File: src/rtl/bubble_pkg.sv
// bubble_pkg: shared ball-stage type and default widths for the ball sequencing blocks
package bubble_pkg;
  typedef enum logic [1:0] {S_HUGE, S_BIG, S_CLEARED} ball_stage_t;
  localparam int X_W = 11;
  localparam int INVULN_FRAMES = 60;
endpackage

File: src/rtl/hugeball_split_controller_if.sv
// hugeball_split_controller_if: frame/collision inputs and ball-control outputs of the split controller
// master drives frame control, collision strobes and hugeBallX; slave (the controller) drives enables, pulses and status
interface hugeball_split_controller_if #(parameter int X_W = bubble_pkg::X_W);
  logic startOfFrame;
  logic startLevel;
  logic col_player_hugeBall;
  logic col_rope_hugeBall;
  logic col_player_bigBall1;
  logic col_rope_bigBall1;
  logic col_player_bigBall2;
  logic col_rope_bigBall2;
  logic [X_W-1:0] hugeBallX;
  logic [X_W-1:0] spawnX;
  logic hugeBall_en;
  logic bigBall1_en;
  logic bigBall2_en;
  logic bigBall_spawn;
  logic rope_reset;
  logic player_hit;
  logic player_invuln;
  logic level_cleared;
  modport master (
    output startOfFrame, startLevel, hugeBallX,
    output col_player_hugeBall, col_rope_hugeBall, col_player_bigBall1, col_rope_bigBall1, col_player_bigBall2, col_rope_bigBall2,
    input spawnX, hugeBall_en, bigBall1_en, bigBall2_en, bigBall_spawn, rope_reset, player_hit, player_invuln, level_cleared
  );
  modport slave (
    input startOfFrame, startLevel, hugeBallX,
    input col_player_hugeBall, col_rope_hugeBall, col_player_bigBall1, col_rope_bigBall1, col_player_bigBall2, col_rope_bigBall2,
    output spawnX, hugeBall_en, bigBall1_en, bigBall2_en, bigBall_spawn, rope_reset, player_hit, player_invuln, level_cleared
  );
endinterface

File: src/rtl/collision_frame_latch.sv
// collision_frame_latch: N sticky collision flags, reloaded from the live strobes on startOfFrame
// ports: clk, resetN (sync, active-low), clr (sync clear), startOfFrame, colIn[N] strobes, flags[N] = this frame's accumulated hits
module collision_frame_latch #(parameter int N = 6) (
  input  logic         clk,
  input  logic         resetN,
  input  logic         clr,
  input  logic         startOfFrame,
  input  logic [N-1:0] colIn,
  output logic [N-1:0] flags
);
  // flags always hold the pre-edge snapshot; a strobe on the frame edge seeds the next frame
  always_ff @(posedge clk)
    if (!resetN || clr) flags <= '0;
    else flags <= startOfFrame ? colIn : flags | colIn;
endmodule

File: src/rtl/hugeball_split_controller.sv
// hugeball_split_controller: per-frame huge-ball split, big-ball retire, player-hit and level-clear sequencer
// ports: clk, resetN (sync, active-low), bus (slave): startOfFrame/startLevel, six collision strobes, hugeBallX in;
//        ball enables, spawnX, bigBall_spawn/rope_reset/player_hit pulses, player_invuln, level_cleared out
module hugeball_split_controller #(
  parameter int INVULN_FRAMES = bubble_pkg::INVULN_FRAMES,
  parameter int CNT_W = 6,
  parameter int X_W = bubble_pkg::X_W
) (
  input logic clk,
  input logic resetN,
  hugeball_split_controller_if.slave bus
);
  import bubble_pkg::*;
  ball_stage_t stage;
  logic [5:0] flags;
  logic [CNT_W-1:0] cnt;
  logic [X_W-1:0] spawnX;
  logic hugeEn, big1, big2, spawn, ropeRst, hit, cleared;
  logic ret1, ret2, playerHit;
  collision_frame_latch #(.N(6)) u_latch (
    .clk(clk),
    .resetN(resetN),
    .clr(bus.startLevel),
    .startOfFrame(bus.startOfFrame),
    .colIn({bus.col_rope_bigBall2, bus.col_player_bigBall2, bus.col_rope_bigBall1,
            bus.col_player_bigBall1, bus.col_rope_hugeBall, bus.col_player_hugeBall}),
    .flags(flags)
  );
  // only hits on balls that are alive at evaluation time count
  assign ret1 = flags[3] & big1;
  assign ret2 = flags[5] & big2;
  assign playerHit = (stage != S_CLEARED) & ((flags[0] & hugeEn) | (flags[2] & big1) | (flags[4] & big2));
  always_ff @(posedge clk) begin
    if (!resetN || bus.startLevel) begin
      stage <= S_HUGE;
      hugeEn <= 1'b1;
      big1 <= 1'b0;
      big2 <= 1'b0;
      spawn <= 1'b0;
      ropeRst <= 1'b0;
      hit <= 1'b0;
      cleared <= 1'b0;
      cnt <= '0;
      if (!resetN) spawnX <= '0;
    end else begin
      spawn <= 1'b0;
      ropeRst <= 1'b0;
      hit <= 1'b0;
      // first rope contact of the frame fixes where the big balls appear
      if (bus.col_rope_hugeBall && !flags[1]) spawnX <= bus.hugeBallX;
      if (bus.startOfFrame) begin
        if (playerHit && cnt == '0) begin
          hit <= 1'b1;
          cnt <= CNT_W'(INVULN_FRAMES);
        end else if (cnt != '0) cnt <= cnt - 1'b1;
        if (stage == S_HUGE && flags[1]) begin
          stage <= S_BIG;
          hugeEn <= 1'b0;
          big1 <= 1'b1;
          big2 <= 1'b1;
          spawn <= 1'b1;
          ropeRst <= 1'b1;
        end
        if (stage == S_BIG) begin
          big1 <= big1 & ~ret1;
          big2 <= big2 & ~ret2;
          ropeRst <= ret1 | ret2;
          if (!(big1 & ~ret1) && !(big2 & ~ret2)) begin
            stage <= S_CLEARED;
            cleared <= 1'b1;
          end
        end
      end
    end
  end
  assign bus.spawnX = spawnX;
  assign bus.hugeBall_en = hugeEn;
  assign bus.bigBall1_en = big1;
  assign bus.bigBall2_en = big2;
  assign bus.bigBall_spawn = spawn;
  assign bus.rope_reset = ropeRst;
  assign bus.player_hit = hit;
  assign bus.player_invuln = cnt != '0;
  assign bus.level_cleared = cleared;
endmodule

File: src/flat_wrapper.sv
// flat-port wrapper written by rule: the top's interface ports become plain ports
module hugeball_split_controller_flat import bubble_pkg::*;
#(
  parameter int INVULN_FRAMES = bubble_pkg::INVULN_FRAMES,
  parameter int CNT_W = 6,
  parameter int X_W = bubble_pkg::X_W
)
  (clk, resetN, bus_startOfFrame, bus_startLevel, bus_hugeBallX, bus_col_player_hugeBall, bus_col_rope_hugeBall, bus_col_player_bigBall1, bus_col_rope_bigBall1, bus_col_player_bigBall2, bus_col_rope_bigBall2, bus_spawnX, bus_hugeBall_en, bus_bigBall1_en, bus_bigBall2_en, bus_bigBall_spawn, bus_rope_reset, bus_player_hit, bus_player_invuln, bus_level_cleared);
  hugeball_split_controller_if #(.X_W(X_W)) bus_i ();
  input logic clk;
  input logic resetN;
  input wire logic [$bits(bus_i.startOfFrame)-1:0] bus_startOfFrame;
  input wire logic [$bits(bus_i.startLevel)-1:0] bus_startLevel;
  input wire logic [$bits(bus_i.hugeBallX)-1:0] bus_hugeBallX;
  input wire logic [$bits(bus_i.col_player_hugeBall)-1:0] bus_col_player_hugeBall;
  input wire logic [$bits(bus_i.col_rope_hugeBall)-1:0] bus_col_rope_hugeBall;
  input wire logic [$bits(bus_i.col_player_bigBall1)-1:0] bus_col_player_bigBall1;
  input wire logic [$bits(bus_i.col_rope_bigBall1)-1:0] bus_col_rope_bigBall1;
  input wire logic [$bits(bus_i.col_player_bigBall2)-1:0] bus_col_player_bigBall2;
  input wire logic [$bits(bus_i.col_rope_bigBall2)-1:0] bus_col_rope_bigBall2;
  output wire logic [$bits(bus_i.spawnX)-1:0] bus_spawnX;
  output wire logic [$bits(bus_i.hugeBall_en)-1:0] bus_hugeBall_en;
  output wire logic [$bits(bus_i.bigBall1_en)-1:0] bus_bigBall1_en;
  output wire logic [$bits(bus_i.bigBall2_en)-1:0] bus_bigBall2_en;
  output wire logic [$bits(bus_i.bigBall_spawn)-1:0] bus_bigBall_spawn;
  output wire logic [$bits(bus_i.rope_reset)-1:0] bus_rope_reset;
  output wire logic [$bits(bus_i.player_hit)-1:0] bus_player_hit;
  output wire logic [$bits(bus_i.player_invuln)-1:0] bus_player_invuln;
  output wire logic [$bits(bus_i.level_cleared)-1:0] bus_level_cleared;
  assign bus_i.startOfFrame = bus_startOfFrame;
  assign bus_i.startLevel = bus_startLevel;
  assign bus_i.hugeBallX = bus_hugeBallX;
  assign bus_i.col_player_hugeBall = bus_col_player_hugeBall;
  assign bus_i.col_rope_hugeBall = bus_col_rope_hugeBall;
  assign bus_i.col_player_bigBall1 = bus_col_player_bigBall1;
  assign bus_i.col_rope_bigBall1 = bus_col_rope_bigBall1;
  assign bus_i.col_player_bigBall2 = bus_col_player_bigBall2;
  assign bus_i.col_rope_bigBall2 = bus_col_rope_bigBall2;
  assign bus_spawnX = bus_i.spawnX;
  assign bus_hugeBall_en = bus_i.hugeBall_en;
  assign bus_bigBall1_en = bus_i.bigBall1_en;
  assign bus_bigBall2_en = bus_i.bigBall2_en;
  assign bus_bigBall_spawn = bus_i.bigBall_spawn;
  assign bus_rope_reset = bus_i.rope_reset;
  assign bus_player_hit = bus_i.player_hit;
  assign bus_player_invuln = bus_i.player_invuln;
  assign bus_level_cleared = bus_i.level_cleared;
  hugeball_split_controller #(.INVULN_FRAMES(INVULN_FRAMES), .CNT_W(CNT_W), .X_W(X_W)) u_core (.clk(clk), .resetN(resetN), .bus(bus_i));
endmodule
File: config.mk
export PLATFORM = sky130hd
export DESIGN_NAME = hugeball_split_controller_flat
export DESIGN_NICKNAME = d
export VERILOG_FILES = /design/src/rtl/bubble_pkg.sv /design/src/rtl/hugeball_split_controller_if.sv /design/src/rtl/collision_frame_latch.sv /design/src/rtl/hugeball_split_controller.sv /design/src/flat_wrapper.sv
export SDC_FILE = /design/constraint.sdc
export NUM_CORES = 1
export LEC_CHECK = 0
export CAP_MARGIN = 30
export CORE_ASPECT_RATIO = 1.2
export CORE_UTILIZATION = 31
export CTS_BUF_LIST = sky130_fd_sc_hd__clkbuf_16
export DETAILED_ROUTE_END_ITERATION = 6
export GPL_ROUTABILITY_DRIVEN = 0
export HOLD_SLACK_MARGIN = 0.03
export SLEW_MARGIN = 20
export SYNTH_ARGS = -nofsm -noshare
export SYNTH_HDL_FRONTEND = slang
export SYNTH_SLANG_ARGS = --single-unit
File: constraint.sdc
create_clock -name clk -period 1.9 [get_ports clk]
set_input_delay 0.38 -clock clk [delete_from_list [all_inputs] [get_ports clk]]
set_output_delay 0.38 -clock clk [all_outputs]
set_load 0.01 [all_outputs]
; After elaboration in Yosys (flattened, before gate mapping)
; Index checks and enable logic that the tools add are counted.
[classes]
n_addsub = 1
n_eq_ne = 3
mux = 15
bitwise = 15
reduce_logical = 21
[op_table]
columns = op, count
row1 = $mux W11, 3
row2 = $mux W6, 3
row3 = $and A1 B1 Y1, 8
row4 = $reduce_and A2 Y1, 4
row5 = $logic_not A6 Y1, 1
row6 = $mux W1, 6
row7 = $mux W2, 3
row8 = $or A6 B6 Y6, 1
row9 = $reduce_bool A2 Y1, 3
row10 = $reduce_bool A6 Y1, 1
row11 = $sub A6 B1 Y6 const B, 1
row12 = $logic_and A1 B1 Y1, 4
row13 = $logic_not A1 Y1, 4
row14 = $ne A2 B2 Y1 const B, 2
row15 = $not A1 Y1, 3
row16 = $or A1 B1 Y1, 3
row17 = $reduce_and A3 Y1, 1
row18 = $eq A2 B1 Y1 const B, 1
row19 = $logic_not A2 Y1, 1
row20 = $reduce_or A2 Y1, 1
row21 = $logic_or A1 B1 Y1, 1
[totals]
ff_bits = 32
in_bits = 21
elab_cells = 66

; Logic depth before layout (Yosys ltp)
; Gate-level depths: netlist of run 1.
[depth]
depth_word = 7
depth_mapped = 6

; Modules after synthesis
; A second synthesis of run 1 with hierarchy kept.
[hier_totals]
cells_unflattened = 135
hier_area_um2 = 1337.5
[modules_own_cells]
columns = module, instances, cells_per_inst, area_each_um2, seq_area_each_um2
row1 = hugeball_split_controller, 1, 110, 1113.6, 630.6
row2 = collision_frame_latch, 1, 25, 224.0, 120.1

; Worst setup path after synthesis of run 1
; OpenSTA, ideal clock, no wires.
[synth_timing]
path_kind = in2reg
start = input bus_col_rope_hugeBall
end = register u_core.spawnX[0] (netlist: u_core.bus.spawnX[0]) (enable)
t_arrival_ns = 1.341
t_required_ns = 1.503
setup_slack_ns = 0.162
path_stages = 2
n_path_buf = 0
path_cell_list = inv_1 o31ai_1
[synth_between]
elab_chain_cells = 3
[synth_lines]
columns = item, line_no
row1 = "start, declared", flat_wrapper.sv:16  ; input wire logic [$bits(bus_i.col_rope_hugeBall)-1:0] bus_col_rope_hugeBall;
row2 = $logic_and A1 B1 Y1, hugeball_split_controller.sv:50  ; if (bus.col_rope_hugeBall && !flags[1]) spawnX <= bus.hugeBallX;
row3 = $reduce_bool A2 Y1 (no line), -
row4 = $reduce_and A2 Y1 (no line), -
row5 = "end signal, assigned", hugeball_split_controller.sv:50
row6 = "end, declared", hugeball_split_controller.sv:17  ; logic [X_W-1:0] spawnX;
; Every way passes these cells.
; A chain may end at the register's enable or synchronous reset.

; Final worst setup path of run 1
[layout_timing]
start = register u_core.cnt[0]
end = output bus_player_invuln
[layout_between]
elab_chain_cells = 1
[layout_lines]
columns = item, line_no
row1 = "start, declared", hugeball_split_controller.sv:16  ; logic [CNT_W-1:0] cnt;
row2 = "start signal, assigned", hugeball_split_controller.sv:54  ; cnt <= CNT_W'(INVULN_FRAMES);
row3 = "start signal, assigned", hugeball_split_controller.sv:55  ; end else if (cnt != '0) cnt <= cnt - 1'b1;
row4 = $reduce_bool A6 Y1, hugeball_split_controller.sv:83  ; assign bus.player_invuln = cnt != '0;
row5 = "end, declared", flat_wrapper.sv:28  ; output wire logic [$bits(bus_i.player_invuln)-1:0] bus_player_invuln;
; Every way passes these cells.

==> results.ini, run 1 <==
[worst_setup_path]
rr_endpoint=u_core.cnt[5]
worstPathArrival_ps=1340
crit_path_max_fanout=3
r2r_slack_ps=250
cp.required_ps=1520
crit_type=register to output port
endpoint_kind=output port
reg2reg_depth=6
setup.worst_path.start_class=register
timing.rr.start=u_core.cnt[0]

[routing]
num_vias=1071
first_pass_iters=4
drc=0
postRouteAntennaNets=0
route.layer.met1.wl_mm=1.35
highest_layer=met4
wire_per_inst_um=12.0
dr.first_iter.drc_count=30
dr_wl_met2_mm=1.19
drt_wl_total_mm=2.78
avgViaCountPerCell=4.64
wl_met3_um=207

[cells_and_area]
multi_input_area_sq_um=517
final_cell_mix=clkdlybuf4s50_1, dfxtp_1, nor2_1
n_fill_cell=403
layout.nets=198
finalNonFillerCells=231
area_growth_syn_to_layout_pct=48.0
antenna_cells=0
regArea_sq_um=751
drive_gt1_share_pct=10.7
final_core_util_pct=48.6
layout_commonest_cell=clkdlybuf4s50_1

[hold_path]
hold_path.class=register to register
min_to=u_core.stage[1]
whs_path_depth=2
min_from=u_core.stage[1]

[sta]
rsz0062_at_grt=no
fin_tns_setup_ps=0
final_max_slew_viol_count=0
final_hold_viol_count=0
period_share_pct=90.4
relSlewSlack_pct=72.1
holdWs_ps=473
worst_pin_slew_ps=419
min_period_ps=1720
fmax_mhz=583
worst_slack_ps=183
finalSetupViolCount=0
fin_worst_skew_ps=2.57

[global_route]
grt_use_total_pct=13.6
grt_first_pass_wirelength_mm=4.53
antenna_found_initial=0
grt_start_max_net_pins=16
grt_pass1_vias=1040
gr-total-overflow=0

[synthesis]
synth.ff_latch_count=32
syn_avg_cell_area_sq_um=10.2
netlist-cell-type-count=37
synthFlopType=dfxtp_1
synthArstFlopShare_pct=0
synthesis.nets=150
ys_seq_area_share_pct=57.5
synth_edf_count=11
yosysWarningCount=0
netlist_area_sq_um=1310
synth_cells=128

[cts]
cts-buffers-inserted=5
hold_buffers=0
clk_latency_ps=270
cts_max_level=2
clk_transition_reported_paths_ps=50
cts_max_path_buffers=2
cts.sinks=32
cts_tree=yes
clockRootBuffer=clkbuf_16

[pwr]
ir_drop_mv=0.544
p_leak_nw=0.748
powerDensity_nw_per_um2=887

[floorplan]
start_util_pct=32.9
rows=25
die-width_um=61.2
io_pins=40
dieArea_sq_um=4470
core_area_sq_um=3970
die_h_um=73.1

[outcome]
status=finished clean

[place]
dp_cells=222
hpwl_mm=2.09
pre_cts_slack_ps=60.7
io_buffers=39

[run]
cap_viol_max_count=0

==> worst max-delay path by stage <==
stage                     startpoint              endpoint  cells after the start
2_1_floorplan  bus_col_rope_hugeBall  u_core.bus.spawnX[0]                      2
4_1_cts                u_core.cnt[0]     bus_player_invuln                      5
5_1_grt                u_core.cnt[0]     bus_player_invuln                      5
6_report               u_core.cnt[0]     bus_player_invuln                      5
3_5_place_dp                  resetN         u_core.cnt[5]                      5
3_3_place_gp   bus_col_rope_hugeBall  u_core.bus.spawnX[7]                      4
==> per-stage QoR <==
step | cell area (sq um) | power [mW]
2_1_floorplan | 1310 | 0.875
3_3_place_gp | 1780 | 0.991
3_5_place_dp | 1780 | 0.996
4_1_cts | 1920 | 1.73
5_1_grt | 1930 | 1.79
6_report | 1930 | 1.71
==> report_power, final <==
part | total, mW | internal, mW | switching [mW] | leakage [nW]
clock | 0.723 | 0.469 | 0.254 | 0.0701
sequential | 0.761 | 0.742 | 0.0193 | 0.288
combinational | 0.230 | 0.133 | 0.0970 | 0.390
total | 1.71 | 1.34 | 0.370 | 0.748
==> layout make-up <==
cell class	count	area share, %
tap	54	3.50
sequential	32	38.9
timing repair buffer	46	22.7
clock inverter	3	0.583
multi-input combinational	85	26.7
inverter	6	1.17
clock buffer	5	6.48
==> per-layer routing <==
layer,vias up,global-route usage [%]
met3,3,3.55
met2,44,21.3
met4,0,4.55
met1,487,17.8
met5,-,0
li1,537,-
==> critical path: stages, from the launching register on <==
cell and delay [ps]:
dfxtp_1 320, inv_1 80, ha_2 200, nor4b_4 230
nand2_2 100, clkbuf_2 140
==> repair_timing <==
item | CTS | global route
endpoints found under the setup margin | 1 | 1
setup buffers | 0 | 1
resized for setup | 2 | 4
cloned | 0 | 0
endpoints found under the hold margin | 0 | 0
pin swaps | 0 | 1
==> cells in the mapped netlist (all sizes together) (3+ instances only) <==
cell    instances  area (sq um)
buf             3          21.3
nand3           3          15.0
a21oi          13          65.1
nor2           15          58.8
inv             5          18.8
and2           12          75.1
edfxtp         11           330
dfxtp          21           420
o21ai           4          20.0
nor2b           3          18.8
nand2           9          33.8
nor3            4          20.0
==> flip-flops by register name, summed over array words and instances, names as in the netlist <==
signal,cells
u_core.bus.bigBall1_en,1
u_core.bus.hugeBall_en,1
u_core.bus.spawnX,11
u_core.stage,2
u_core.cnt,6
u_core.bus.level_cleared,1
u_core.bus.player_hit,1
u_core.bus.bigBall2_en,1
u_core.bus.rope_reset,1
u_core.u_latch.flags,6
u_core.bus.bigBall_spawn,1
==> cell families after synthesis <==
logic type / share of synthesized area, %
compound gates: 13.2
buf+inv: 3.93
flops: 57.5
xor+xnor: 0.671
fa+ha+maj: 0.959
simple gates: 23.7
Note: power is estimated with default switching activity, not from simulation.
==> inputs of run 2 (changes only) <==
--- a/config.mk
+++ b/config.mk
@@ -11,7 +11,7 @@
 export CTS_BUF_LIST = sky130_fd_sc_hd__clkbuf_16
 export DETAILED_ROUTE_END_ITERATION = 6
 export GPL_ROUTABILITY_DRIVEN = 0
-export HOLD_SLACK_MARGIN = 0.03
+export HOLD_SLACK_MARGIN = 0.02
 export SLEW_MARGIN = 20
 export SYNTH_ARGS = -nofsm -noshare
 export SYNTH_HDL_FRONTEND = slang
==> results of run 2 <==
Same layout as run 1: the final DEF is identical, and so are final timing and power.
==> inputs of run 3 (changes only) <==
--- a/config.mk
+++ b/config.mk
@@ -7,11 +7,12 @@
 export LEC_CHECK = 0
 export CAP_MARGIN = 30
 export CORE_ASPECT_RATIO = 1.2
-export CORE_UTILIZATION = 31
+export CORE_UTILIZATION = 45
 export CTS_BUF_LIST = sky130_fd_sc_hd__clkbuf_16
 export DETAILED_ROUTE_END_ITERATION = 6
 export GPL_ROUTABILITY_DRIVEN = 0
 export HOLD_SLACK_MARGIN = 0.02
+export PLACE_DENSITY = 0.77
 export SLEW_MARGIN = 20
 export SYNTH_ARGS = -nofsm -noshare
 export SYNTH_HDL_FRONTEND = slang
==> results.ini, run 3 (synthesis results as in run 1) <==
[outcome]
status=finished clean

[worst_setup_path]
endpoint_kind=output port
crit_path_max_fanout=3
cp_cell_sequence=inv_1 > ha_2 > nor4b_4 > nand2_1 > clkbuf_2
worstPathArrival_ps=1350
cp.buffers_inverters=2
cp.required_ps=1520
crit_family=simple AND/OR/NAND/NOR gates
setup.worst_path.start_class=register
slowest_delay_ps=320
cp_slowest_cell=dfxtp_1
crit_type=register to output port

[pwr]
ir_drop_mv=0.957
p_leak_nw=0.764
power_mw=1.89
powerDensity_nw_per_um2=974

[global_route]
met2_usage_pct=38.0
antenna_found_initial=0
top_usage_layer=met2
gr-total-overflow=0
grt.met3_usage_pct=7.27
grt_first_pass_wirelength_mm=4.65
grt_start_max_net_pins=13
met1_usage_pct=22.2
grt_use_total_pct=21.2
grt_pass1_vias=1057

[sta]
holdWs_ps=471
period_share_pct=91.2
relSlewSlack_pct=72.5
rsz0062_at_grt=no
final_hold_viol_count=0
fin_tns_setup_ps=0
final_max_slew_viol_count=0
fin_worst_skew_ps=2.30
min_period_ps=1730
finalSetupViolCount=0
worst_pin_slew_ps=413
fmax_mhz=577

[floorplan]
die-width_um=51.2
io_pins=40
die_h_um=61.0
start_util_pct=46.9
core_area_sq_um=2790
rows=21
dieArea_sq_um=3120

[cells_and_area]
largestRegisters=u_core.bus.spawnX (11), u_core.cnt (6), u_core.u_latch.flags (6)
largest_reg_flops=11
final_area_sq_um=1940
regArea_sq_um=751
regMostFlops=u_core.bus.spawnX
n_fill_cell=230
multi_input_area_sq_um=514
layout_commonest_cell=clkdlybuf4s50_1
antenna_cells=0
area_growth_syn_to_layout_pct=48.9
drive_gt1_share_pct=12.4
layout.nets=199
final_cell_mix=clkdlybuf4s50_1, dfxtp_1, nor2_1
finalNonFillerCells=212

[hold_path]
hold_path.class=register to register

[cts]
clk_latency_ps=270
cts_max_path_buffers=2
cts-buffers-inserted=5
hold_buffers=0
clk_transition_reported_paths_ps=50
cts.sinks=32
cts_max_level=2
cts_tree=yes
clockRootBuffer=clkbuf_16

[routing]
dr.first_iter.drc_count=29
drt_wl_total_mm=2.90
postRouteAntennaNets=0
wire_per_inst_um=13.7
drc=0
num_vias=1114
avgViaCountPerCell=5.25
first_pass_iters=5

[place]
io_buffers=39
dpl_cell_area_sq_um=1750
dp_cells=202
hpwl_mm=2.07

[run]
cap_viol_max_count=0

[run 3: report_power, final]
group	switching [mW]	leakage (nW)	total (mW)	internal, mW
logic	0.101	0.396	0.239	0.139
registers	0.0202	0.288	0.762	0.741
clock network	0.278	0.0798	0.892	0.614
[run 3: routing by layer]
metal,share of wire [%],vias up
met5,0,-
met4,2.0,0
met3,7.1,7
met2,50,51
met1,40,517
li1,-,539
[run 3: worst paths after layout]
check	from	end	slack (ps)	cells past startpoint
worst max-delay path	u_core.cnt[0]	bus_player_invuln	170	5
worst min-delay path	u_core.bus.level_cleared	u_core.bus.level_cleared	470	2
worst max register to register	u_core.cnt[0]	u_core.cnt[5]	240	6
worst min register to register	u_core.bus.level_cleared	u_core.bus.level_cleared	470	2
[run 3: area by class of cell]
| cell class | instances | share of cell area (%) |
|---|---|---|
| inverter | 6 | 1.16 |
| clock inverter | 3 | 2.19 |
| timing repair buffer | 47 | 22.9 |
| clock buffer | 5 | 6.44 |
| tap | 34 | 2.19 |
| sequential | 32 | 38.6 |
| multi-input combinational | 85 | 26.5 |
[run 3: timing repair]
| item | 4_1_cts | 5_1_grt |
|---|---|---|
| pin swaps | 1 | 1 |
| setup endpoints to repair | 1 | 1 |
| buffers inserted | 1 | 1 |
| gates resized for setup | 2 | 3 |
[run 3: stage by stage]
step                      util, %  setup slack, ps
after floorplan                 -              162
final                        69.8              167
after global placement       63.0              141
after CTS                    69.5             14.5
after detailed placement     63.0             36.4
after global routing         69.8             84.6
[run 3: worst register-to-register path, delay by kind of cell, from the launching register on]
family,cells,cell delay [ps]
AOI/OAI and AO/OA,1,170
adders and majority gates,1,190
and+or+nand+nor,3,820
buffers and inverters,1,80
DFF,1,320
